File: src/rtl/eightbit_palu_ctrl_pkg.sv
// Shared types for the eightbit_palu_ctrl slice.
//   op_t        command opcodes (6 and 7 are illegal and have no member)
//   alu_sel_t   select encodings understood by the external eightbit_palu
//   state_t     controller FSM state, also exported on the debug port
//   sel_for()   maps an opcode onto the ALU select used while it executes
package eightbit_palu_ctrl_pkg;

    typedef enum logic [2:0] {
        OP_LOAD = 3'd0,
        OP_ADD  = 3'd1,
        OP_NOT  = 3'd2,
        OP_AND  = 3'd3,
        OP_OR   = 3'd4,
        OP_CLRF = 3'd5
    } op_t;

    typedef enum logic [1:0] {
        SEL_ADD  = 2'd0,
        SEL_NOTB = 2'd1,
        SEL_AND  = 2'd2,
        SEL_OR   = 2'd3
    } alu_sel_t;

    typedef enum logic [1:0] {
        ST_IDLE = 2'd0,
        ST_EXEC = 2'd1,
        ST_RESP = 2'd2
    } state_t;

    // LOAD, CLRF and illegal opcodes never use the ALU result, so they
    // park the select at the ADD encoding.
    function automatic logic [1:0] sel_for(input logic [2:0] op);
        case (op)
            OP_ADD:  return SEL_ADD;
            OP_NOT:  return SEL_NOTB;
            OP_AND:  return SEL_AND;
            OP_OR:   return SEL_OR;
            default: return SEL_ADD;
        endcase
    endfunction

endpackage

File: src/rtl/eightbit_palu_ctrl_if.sv
// Command/response bus of eightbit_palu_ctrl.
//   cmd_valid/cmd_ready, cmd_op[2:0], cmd_data[7:0], cmd_rep[3:0]
//   rsp_valid/rsp_ready, rsp_data[7:0], rsp_ovf, rsp_err
// Handshake: a transfer happens on a rising edge where valid and ready are
// both 1. The sender holds its payload stable while valid=1 and ready=0,
// and valid does not depend combinationally on ready.
// Modports: master = command producer / response consumer,
//           slave  = the controller.
interface eightbit_palu_ctrl_if;

    logic       cmd_valid;
    logic       cmd_ready;
    logic [2:0] cmd_op;
    logic [7:0] cmd_data;
    logic [3:0] cmd_rep;

    logic       rsp_valid;
    logic       rsp_ready;
    logic [7:0] rsp_data;
    logic       rsp_ovf;
    logic       rsp_err;

    modport master (
        output cmd_valid, cmd_op, cmd_data, cmd_rep, rsp_ready,
        input  cmd_ready, rsp_valid, rsp_data, rsp_ovf, rsp_err
    );

    modport slave (
        input  cmd_valid, cmd_op, cmd_data, cmd_rep, rsp_ready,
        output cmd_ready, rsp_valid, rsp_data, rsp_ovf, rsp_err
    );

endinterface

File: src/rtl/eightbit_palu_ctrl.sv
// Accumulator controller in front of an external 8-bit ALU.
// A command is taken in IDLE, executed for one cycle (or rep+1 cycles for
// ADD) in EXEC while the accumulator is fed through the ALU, and the
// resulting accumulator is offered in RESP until the consumer takes it.
// Ports:
//   clk, rst_n   clock, synchronous active-low reset
//   bus          command/response interface (slave side)
//   alu_sel/a/b  select and operands driven to the ALU
//   alu_f/ovf    ALU result and carry-out
//   acc_ovf      sticky carry flag, cleared by CLRF
//   dbg_state    current FSM state
module eightbit_palu_ctrl
    import eightbit_palu_ctrl_pkg::*;
(
    input  logic                 clk,
    input  logic                 rst_n,
    eightbit_palu_ctrl_if.slave  bus,
    output logic [1:0]           alu_sel,
    output logic [7:0]           alu_a,
    output logic [7:0]           alu_b,
    input  logic [7:0]           alu_f,
    input  logic                 alu_ovf,
    output logic                 acc_ovf,
    output state_t               dbg_state
);

    state_t     state;
    logic [7:0] acc;
    logic [7:0] operand;
    logic [2:0] op_q;
    logic [3:0] cnt;
    logic       cmd_ready;
    logic       rsp_valid;
    logic       rsp_ovf;
    logic       rsp_err;

    assign alu_a         = acc;
    assign alu_b         = operand;
    assign bus.cmd_ready = cmd_ready;
    assign bus.rsp_valid = rsp_valid;
    assign bus.rsp_data  = acc;
    assign bus.rsp_ovf   = rsp_ovf;
    assign bus.rsp_err   = rsp_err;
    assign dbg_state     = state;

    // cmd_ready, rsp_valid and alu_sel are registered alongside the state so
    // that they always agree with it: the select is loaded on acceptance and
    // parked back at 0 on the final EXEC edge.
    always_ff @(posedge clk) begin
        if (!rst_n) begin
            state     <= ST_IDLE;
            acc       <= 8'h00;
            operand   <= 8'h00;
            op_q      <= 3'd0;
            cnt       <= 4'd0;
            acc_ovf   <= 1'b0;
            rsp_ovf   <= 1'b0;
            rsp_err   <= 1'b0;
            alu_sel   <= SEL_ADD;
            cmd_ready <= 1'b1;
            rsp_valid <= 1'b0;
        end else begin
            case (state)
                ST_IDLE: begin
                    if (bus.cmd_valid) begin
                        op_q      <= bus.cmd_op;
                        operand   <= bus.cmd_data;
                        // Only ADD repeats; everything else runs once.
                        cnt       <= (bus.cmd_op == OP_ADD) ? bus.cmd_rep : 4'd0;
                        rsp_ovf   <= 1'b0;
                        rsp_err   <= 1'b0;
                        alu_sel   <= sel_for(bus.cmd_op);
                        cmd_ready <= 1'b0;
                        state     <= ST_EXEC;
                    end
                end

                ST_EXEC: begin
                    case (op_q)
                        OP_ADD: begin
                            acc     <= alu_f;
                            rsp_ovf <= rsp_ovf | alu_ovf;
                            acc_ovf <= acc_ovf | alu_ovf;
                        end
                        OP_NOT, OP_AND, OP_OR: acc <= alu_f;
                        OP_LOAD:               acc <= operand;
                        OP_CLRF:               acc_ovf <= 1'b0;
                        default:               rsp_err <= 1'b1;
                    endcase

                    if (cnt == 4'd0) begin
                        alu_sel   <= SEL_ADD;
                        rsp_valid <= 1'b1;
                        state     <= ST_RESP;
                    end else begin
                        cnt <= cnt - 4'd1;
                    end
                end

                ST_RESP: begin
                    // The command slot only reopens on the following edge,
                    // so back-to-back commands are at least 3 cycles apart.
                    if (bus.rsp_ready) begin
                        rsp_valid <= 1'b0;
                        cmd_ready <= 1'b1;
                        state     <= ST_IDLE;
                    end
                end

                default: begin
                    state     <= ST_IDLE;
                    alu_sel   <= SEL_ADD;
                    rsp_valid <= 1'b0;
                    cmd_ready <= 1'b1;
                end
            endcase
        end
    end

endmodule

File: src/flat_wrapper.sv
// flat-port wrapper written by rule: the top's interface ports become plain ports
module eightbit_palu_ctrl_flat import eightbit_palu_ctrl_pkg::*;
  (clk, rst_n, alu_sel, alu_a, alu_b, alu_f, alu_ovf, acc_ovf, dbg_state, bus_cmd_valid, bus_cmd_op, bus_cmd_data, bus_cmd_rep, bus_rsp_ready, bus_cmd_ready, bus_rsp_valid, bus_rsp_data, bus_rsp_ovf, bus_rsp_err);
  eightbit_palu_ctrl_if bus_i ();
  input  logic clk;
  input  logic rst_n;
  output logic [1:0] alu_sel;
  output logic [7:0] alu_a;
  output logic [7:0] alu_b;
  input  logic [7:0] alu_f;
  input  logic alu_ovf;
  output logic acc_ovf;
  output state_t dbg_state;
  input wire logic [$bits(bus_i.cmd_valid)-1:0] bus_cmd_valid;
  input wire logic [$bits(bus_i.cmd_op)-1:0] bus_cmd_op;
  input wire logic [$bits(bus_i.cmd_data)-1:0] bus_cmd_data;
  input wire logic [$bits(bus_i.cmd_rep)-1:0] bus_cmd_rep;
  input wire logic [$bits(bus_i.rsp_ready)-1:0] bus_rsp_ready;
  output wire logic [$bits(bus_i.cmd_ready)-1:0] bus_cmd_ready;
  output wire logic [$bits(bus_i.rsp_valid)-1:0] bus_rsp_valid;
  output wire logic [$bits(bus_i.rsp_data)-1:0] bus_rsp_data;
  output wire logic [$bits(bus_i.rsp_ovf)-1:0] bus_rsp_ovf;
  output wire logic [$bits(bus_i.rsp_err)-1:0] bus_rsp_err;
  assign bus_i.cmd_valid = bus_cmd_valid;
  assign bus_i.cmd_op = bus_cmd_op;
  assign bus_i.cmd_data = bus_cmd_data;
  assign bus_i.cmd_rep = bus_cmd_rep;
  assign bus_i.rsp_ready = bus_rsp_ready;
  assign bus_cmd_ready = bus_i.cmd_ready;
  assign bus_rsp_valid = bus_i.rsp_valid;
  assign bus_rsp_data = bus_i.rsp_data;
  assign bus_rsp_ovf = bus_i.rsp_ovf;
  assign bus_rsp_err = bus_i.rsp_err;
  eightbit_palu_ctrl u_core (.clk(clk), .rst_n(rst_n), .bus(bus_i), .alu_sel(alu_sel), .alu_a(alu_a), .alu_b(alu_b), .alu_f(alu_f), .alu_ovf(alu_ovf), .acc_ovf(acc_ovf), .dbg_state(dbg_state));
endmodule
File: config.mk
export PLATFORM = sky130hd
export DESIGN_NAME = eightbit_palu_ctrl_flat
export DESIGN_NICKNAME = d
export VERILOG_FILES = /design/src/rtl/eightbit_palu_ctrl_pkg.sv /design/src/rtl/eightbit_palu_ctrl_if.sv /design/src/rtl/eightbit_palu_ctrl.sv /design/src/flat_wrapper.sv
export SDC_FILE = /design/constraint.sdc
export NUM_CORES = 1
export LEC_CHECK = 0
export ABC_AREA = 1
export CORE_MARGIN = 5
export CORE_UTILIZATION = 45
export DETAILED_ROUTE_END_ITERATION = 12
export DONT_BUFFER_PORTS = 1
export PLACE_DENSITY = 0.61
export SYNTH_ARGS = -nofsm -noshare
export SYNTH_HDL_FRONTEND = slang
export SYNTH_SLANG_ARGS = --single-unit
File: constraint.sdc
create_clock -name clk -period 1.4 [get_ports clk]
set_input_delay 0.14 -clock clk [delete_from_list [all_inputs] [get_ports clk]]
set_output_delay 0.14 -clock clk [all_outputs]
set_load 0.02 [all_outputs]
==> key figures, run 1 <==
Setup path
  – Worst R2R Start: u_core.cnt[0]
  – Worst Setup Start Kind: flop
  – Critical Path AT: 1.53 ns
  – Reg-to-Reg End: u_core.cnt[3]
  – Reg2Reg Depth: 8
  – WS Path Type: flop to flop
  – Worst Path Required: 1.66 ns
  – Crit-path max FO: 5
  – CP Capture Type: flop
  – R2R Setup Slk: 0.13 ns

Global route
  – Number of global-route vias before repair: 1287
  – Grt total ovfl: 0
  – Pin count of the biggest net entering global routing: 25
  – First-pass GRT wire length: 5.975 mm
  – GRT Total Usage: 17.18%
  – Initial antenna violation count: 0

Placed design
  – Pre-CTS WS: 0.1295 ns
  – Routability cong.: 0.8277
  – Port bufs: 0
  – Placed Instances: 252
  – Detailed Place HPWL: 2.588 mm

STA
  – Final setup violation count: 0
  – Unrepaired setup endpoints after global routing: true
  – Clock skew: 0.01068 ns
  – Worst slew pin tran: 0.6868 ns
  – Min setup slack post-route: 0.1315 ns
  – Setup TNS: 0 ns
  – Final worst path period need: 1.269 ns
  – Final hold vios: 0
  – Fin crit share: 90.61%
  – Max_slew headroom: 54.06%
  – Fmax: 0.7883 GHz
  – Slew Viols, Final: 0

Detailed routing
  – Post-route DRC: 0
  – Wl on met1: 1.504 mm
  – DR WL met3: 306 um
  – WL per Instance: 12.92 um
  – First-pass DRT Iterations: 4
  – Final antenna-violating net count: 0
  – DRT iter0 DRCs: 61
  – Top layer in use: met4
  – Routed WL: 3.502 mm
  – Metal2 WL: 1.638 mm
  – Via count: 1358
  – Via density: 5.011

Clock tree
  – CTS max path bufs: 2
  – Clock latency on the worst-skew pair: 0.33 ns
  – CTS tree: built
  – CTS clk-pin slew, worst paths: 0.09 ns
  – Root buffer cell: clkbuf_4
  – Clk sink count: 32
  – Post-CTS Setup Bufs: 0
  – Cts bufs inserted: 5
  – CTS HTree Levels: 2

Job
  – Max Cap Viol: 0

Synthesis
  – Mean Syn Cell Area: 7.060 um2
  – Yosys warnings: 0
  – FF+latch count, synth: 32
  – Synth Cell Area: 1483 um2
  – Syn Inst Count: 210
  – Synth Net Count: 239
  – Distinct cells, synth: 21
  – Post-synthesis sequential area ratio: 43.21%

Power
  – PD cells: 1461 nW/um2
  – Leakage: 0.7798 nW
  – Peak VDD IR: 650.1 uV

Min path
  – Hold depth: 3
  – Worst Hold End: u_core.dbg_state[1]
  – Hold Path Class: primary input to flop
  – Hold path startpoint: bus_rsp_ready

Finish
  – Nets: 255
  – Antenna Diode Count: 0
  – Non-filler cells, final: 271
  – Most frequent cells in the layout: 34 x nor2_1, 33 x o21ai_0, 31 x dfxtp_1
  – Area grow syn2layout: 16.79%
  – Layout cells sized above 1: 13.22%
  – Most common cell after layout, fill and taps aside: nor2_1

Floorplanning
  – Die H: 67.40 um
  – Core area: 3103 um2
  – Site Rows: 20
  – Top Ports: 61
  – Die width: 67.40 um
  – Initial Util: 47.78%
  – Die Area: 4543 um2

Status
  – Status: completed
[where the power goes]
part / switching (mW) / internal [mW]
Clock: 0.310 / 0.374
Combinational: 0.441 / 0.240
Sequential: 0.140 / 1.03
[worst max-delay path, cell delays in order (launching register included)]
cell and delay [ns]:
dfxtp_1 0.33, inv_1 0.10, ha_2 0.21, nand3_2 0.11, nand2_4 0.07, nand2_2 0.07, inv_2 0.10, nand2_1 0.05
a21oi_1 0.15
[flip-flops by register name (all words and copies together), names as in the netlist]
register	count
u_core.bus.cmd_ready	1
u_core.alu_b	8
u_core.acc_ovf	1
u_core.op_q	3
u_core.cnt	4
u_core.alu_a	8
u_core.dbg_state	2
u_core.alu_sel	2
u_core.bus.rsp_valid	1
u_core.bus.rsp_err	1
u_core.bus.rsp_ovf	1
[cells in the mapped netlist]
library cell,instances,area [um2]
nor2_4,1,11.26
a21oi_1,20,100.1
nand2_1,27,101.4
o21bai_1,1,7.510
buf_6,1,11.26
dfxtp_1,32,640.6
inv_1,24,90.09
o21ai_0,34,170.2
buf_4,9,67.56
a31oi_1,1,6.260
nor2_1,34,127.6
a21o_1,1,7.510
nand3_1,10,50.05
clkbuf_1,2,7.510
o21ai_1,1,5.000
inv_2,3,11.26
nand2_2,2,12.51
ha_1,1,12.51
buf_2,1,5.000
nand2_4,2,22.52
nor3_1,3,15.01
[stage by stage]
step	area (um2)	power (mW)	hold slack (ns)	util (%)
final	1732	2.530	0.007813	55.81
after global routing	1732	2.719	0.009088	55.81
after CTS	1715	2.537	0.002666	55.28
after detailed placement	1529	1.818	0.2766	49.27
after global placement	1529	1.802	0.2782	49.27
after floorplan	1483	1.710	0.2784	-
[final cells by class]
type / instances / area [um2]
tap: 44 / 55.05
multi-input combinational: 138 / 664.4
clock buffer: 6 / 41.29
inverter: 27 / 101.3
timing repair buffer: 22 / 192.7
sequential: 32 / 641.9
fill: 326 / 1371
clock inverter: 2 / 35.03
[timing repair]
item                       in CTS  in global routing
setup endpoints to repair       0                  9
hold buffers                   11                  0
hold endpoints to repair       24                  0
gates resized for setup         0                  6
[how the worst max path moves through the flow]
| stage | start | end | slack (ns) | depth (start not counted) |
|---|---|---|---|---|
| after floorplan | u_core.dbg_state[1] | u_core.cnt[0] | 0.17 | 7 |
| after global placement | u_core.cnt[0] | u_core.cnt[1] | 0.14 | 8 |
| after detailed placement | u_core.cnt[0] | u_core.cnt[1] | 0.13 | 8 |
| after CTS | u_core.cnt[0] | u_core.cnt[3] | 0.07 | 8 |
| after global routing | u_core.cnt[0] | u_core.cnt[3] | -0.005 | 8 |
| final | u_core.cnt[0] | u_core.cnt[3] | 0.13 | 8 |
[logic make-up (layout without fill, tap and decap cells)]
logic type | count (synthesis) | after routing | synth area share (%)
compound gates | 58 | 58 | 20.00
fa+ha+maj | 1 | 1 | 0.8437
buf+inv | 40 | 57 | 13.00
flops | 32 | 32 | 43.21
simple gates | 79 | 79 | 22.95
[metal layers]
layer	vias to the layer above	GRT usage, %
met5	-	0
met4	0	6.835
li1	702	-
met2	51	28.71
met1	600	20.12
met3	5	5.824
No activity file was read; power rests on OpenSTA's default activity.
==> run 2: changes to the inputs <==
--- a/config.mk
+++ b/config.mk
@@ -6,6 +6,7 @@
 export NUM_CORES = 1
 export LEC_CHECK = 0
 export ABC_AREA = 1
+export CORE_ASPECT_RATIO = 1.1
 export CORE_MARGIN = 5
 export CORE_UTILIZATION = 45
 export DETAILED_ROUTE_END_ITERATION = 12
==> run 2 against run 1 <==
Non-clock buffer count is 3 higher. Via count up 2.1%. Sequential share of layout area decreased by 0.50 points. Global-route usage fell by 0.30 points. First-iteration DRC count fell by 23%. Clock skew decreased by 0.0011 ns. Sequential power about the same. Clock power decreased by 15%. Die area about the same. Power down 3.4%. Routed wire length rose by 1.6%. Critical endpoint is now u_core.cnt[2]. Largest cell class unchanged. Highest routed layer unchanged.
==> key figures, run 2 (same netlist as run 1, synthesis figures left out) <==
Status
  – Status: completed (unchanged)

Clock tree
  – CTS max path bufs: 2 (unchanged)
  – CTS clk-pin slew, worst paths: 0.10 ns (was 0.09 ns)
  – Clock latency on the worst-skew pair: 0.33 ns (about the same)
  – Root buffer cell: clkbuf_4 (unchanged)
  – Clk sink count: 32 (unchanged)
  – Cts bufs inserted: 5 (unchanged)
  – CTS HTree Levels: 2 (unchanged)
  – CTS tree: built (unchanged)

Finish
  – Layout cells sized above 1: 13.97% (was 13.22%)
  – Most common cell after layout, fill and taps aside: o21ai_0 (was nor2_1)
  – Antenna Diode Count: 0 (unchanged)
  – Most frequent cells in the layout: 34 x o21ai_0, 33 x nor2_1, 31 x dfxtp_1 (was 34 x nor2_1, 33 x o21ai_0, 31 x dfxtp_1)
  – Area grow syn2layout: 18.40% (was 16.79%)
  – Register area: 641.9 um2 (unchanged)
  – Fillers: 309 (was 326)
  – Nets: 258 (was 255)
  – Final instance area: 1755 um2 (was 1732 um2)
  – Area of the multi-input gates: 669.4 um2 (was 664.4 um2)

Min path
  – Hold Path Class: primary input to flop (unchanged)

Setup path
  – CP endpoint: u_core.cnt[2] (was u_core.cnt[3])
  – R2R Setup Slk: 0.13 ns (about the same)
  – Worst R2R Start: u_core.dbg_state[0] (was u_core.cnt[0])
  – CP Capture Type: flop (unchanged)
  – Critical path's slowest cell: dfxtp_1 (unchanged)
  – Worst Setup SP: u_core.dbg_state[0] (was u_core.cnt[0])
  – Worst Path Required: 1.62 ns (was 1.66 ns)
  – Reg-to-Reg End: u_core.cnt[2] (was u_core.cnt[3])
  – Worst Setup Start Kind: flop (unchanged)
  – Cell Chain, Critical Path: nand2_4 > inv_2 > nand2_4 > nand2_2 > inv_2 > nor2_1 > nor2_1 (was inv_1 > ha_2 > nand3_2 > nand2_4 > nand2_2 > inv_2 > nand2_1 > a21oi_1)
  – Crit-path max FO: 10 (was 5)
  – WS Path Type: flop to flop (unchanged)
  – Critical Path AT: 1.49 ns (was 1.53 ns)
  – Delay of the slowest critical-path stage: 0.47 ns (was 0.33 ns)
  – Reg2Reg Depth: 7 (was 8)

Global route
  – Number of global-route vias before repair: 1392 (was 1287)
  – Grt total ovfl: 0 (unchanged)
  – First-pass GRT wire length: 5.975 mm (unchanged)
  – GRT Total Usage: 16.88% (was 17.18%)
  – Pin count of the biggest net entering global routing: 25 (unchanged)
  – Initial antenna violation count: 0 (unchanged)

Power
  – Switch Pwr: 879.2 uW (was 891.2 uW)
  – Final Power: 2.444 mW (was 2.530 mW)
  – Reg power frac: 48.3% (was 46.1%)
  – Peak VDD IR: 793.1 uV (was 650.1 uV)
  – Leakage: 0.8050 nW (was 0.7798 nW)
  – PD cells: 1392 nW/um2 (was 1461 nW/um2)
  – Comb power frac: 28.1% (was 26.9%)
  – Internal cell power: 1.565 mW (was 1.639 mW)
  – Sw Share: 35.97% (was 35.22%)
  – Proportion of power drawn by the clock network: 23.6% (was 27.0%)

STA
  – Fmax: 0.7898 GHz (was 0.7883 GHz)
  – Max_slew headroom: 53.93% (was 54.06%)
  – Final hold vios: 0 (unchanged)
  – Fin crit share: 90.44% (was 90.61%)
  – Final worst path period need: 1.266 ns (was 1.269 ns)
  – Clock skew: 0.009547 ns (was 0.01068 ns)
  – Final setup violation count: 0 (unchanged)
  – Setup TNS: 0 ns (unchanged)
  – Hold Slack: 0.01465 ns (was 0.007813 ns)
  – Min setup slack post-route: 0.1339 ns (was 0.1315 ns)
  – Slew Viols, Final: 0 (unchanged)
  – Worst slew pin tran: 0.6910 ns (was 0.6868 ns)

Detailed routing
  – Final antenna-violating net count: 0 (unchanged)
  – Via density: 5.270 (was 5.011)
  – Routed WL: 3.559 mm (was 3.502 mm)
  – Post-route DRC: 0 (unchanged)
  – WL per Instance: 13.53 um (was 12.92 um)
  – Via count: 1386 (was 1358)
  – DRT iter0 DRCs: 47 (was 61)
  – First-pass DRT Iterations: 4 (unchanged)

Placed design
  – Detailed Place HPWL: 2.627 mm (was 2.588 mm)
  – Post-DP Area: 1509 um2 (was 1529 um2)
  – Port bufs: 0 (unchanged)
  – Pre-CTS WS: 0.08931 ns (was 0.1295 ns)
  – Routability cong.: 0.7520 (was 0.8277)

Job
  – Max Cap Viol: 0 (unchanged)

Floorplanning
  – Site Rows: 21 (was 20)
  – Die H: 70.20 um (was 67.40 um)
  – Initial Util: 47.82% (was 47.78%)
  – Top Ports: 61 (unchanged)
  – Die Area: 4544 um2 (was 4543 um2)
  – Die width: 64.73 um (was 67.40 um)
  – Core area: 3100 um2 (was 3103 um2)
==> run 2: metrics by stage <==
stage / util [%] / cells
6_report: 56.62 / 263
4_1_cts: 54.32 / 259
5_1_grt: 56.62 / 263
3_3_place_gp: 48.67 / 241
3_5_place_dp: 48.67 / 241
2_1_floorplan: - / 210
==> run 2: routing by layer <==
metal / vias up / global-route usage, % / wire [um]
met5: - / 0 / 0
met4: 0 / 8.685 / 104
met3: 10 / 8.974 / 311
met2: 52 / 29.77 / 1845
met1: 616 / 15.33 / 1298
li1: 708 / - / -
==> run 2: power groups by stage <==
stage / Clock (mW) / Sequential (mW) / Combinational (mW)
after detailed placement: 0 / 1.20 / 0.611
after global routing: 0.642 / 1.20 / 0.783
after global placement: 0 / 1.20 / 0.596
after CTS: 0.597 / 1.18 / 0.648
final: 0.578 / 1.18 / 0.687
after floorplan: 0 / 1.22 / 0.491
==> run 2: worst min-delay path by stage <==
stage                               endpoint  cells past startpoint            start
after global routing         u_core.alu_b[0]                      2  bus_cmd_data[0]
after floorplan              u_core.alu_a[7]                      2            rst_n
after CTS                     u_core.op_q[2]                      2    bus_cmd_op[2]
final                         u_core.op_q[2]                      2    bus_cmd_op[2]
after global placement        u_core.acc_ovf                      2            rst_n
after detailed placement  u_core.bus.rsp_ovf                      2            rst_n
==> run 2: what timing repair did <==
item	4_1_cts	5_1_grt
setup endpoints to repair	0	14
resized for setup	0	7
hold buffers	11	2
buffers inserted	0	2
hold endpoints to repair	24	2
==> run 2: critical path, delay by kind of cell (launching register included) <==
family                 cells  cell delay, ns
buffers and inverters      2            0.23
flip-flops                 1            0.47
AND/OR/NAND/NOR            5            0.47
==> run 2: layout make-up <==
cell class / instances / share of cell area (%)
Clock buffer: 7 / 3.706
Sequential cell: 32 / 36.56
Timing Repair Buffer: 25 / 13.40
Multi-Input combinational cell: 138 / 38.13
Inverter: 27 / 5.773
Tap cell: 34 / 2.423
==> run 3: changes to the inputs <==
--- a/config.mk
+++ b/config.mk
@@ -6,6 +6,7 @@
 export NUM_CORES = 1
 export LEC_CHECK = 0
 export ABC_AREA = 1
+export ABC_CLOCK_PERIOD_IN_PS = 1400
 export CORE_ASPECT_RATIO = 1.1
 export CORE_MARGIN = 5
 export CORE_UTILIZATION = 45
==> results of run 3 <==
No change in the layout: final DEF, timing and power equal those of run 2.
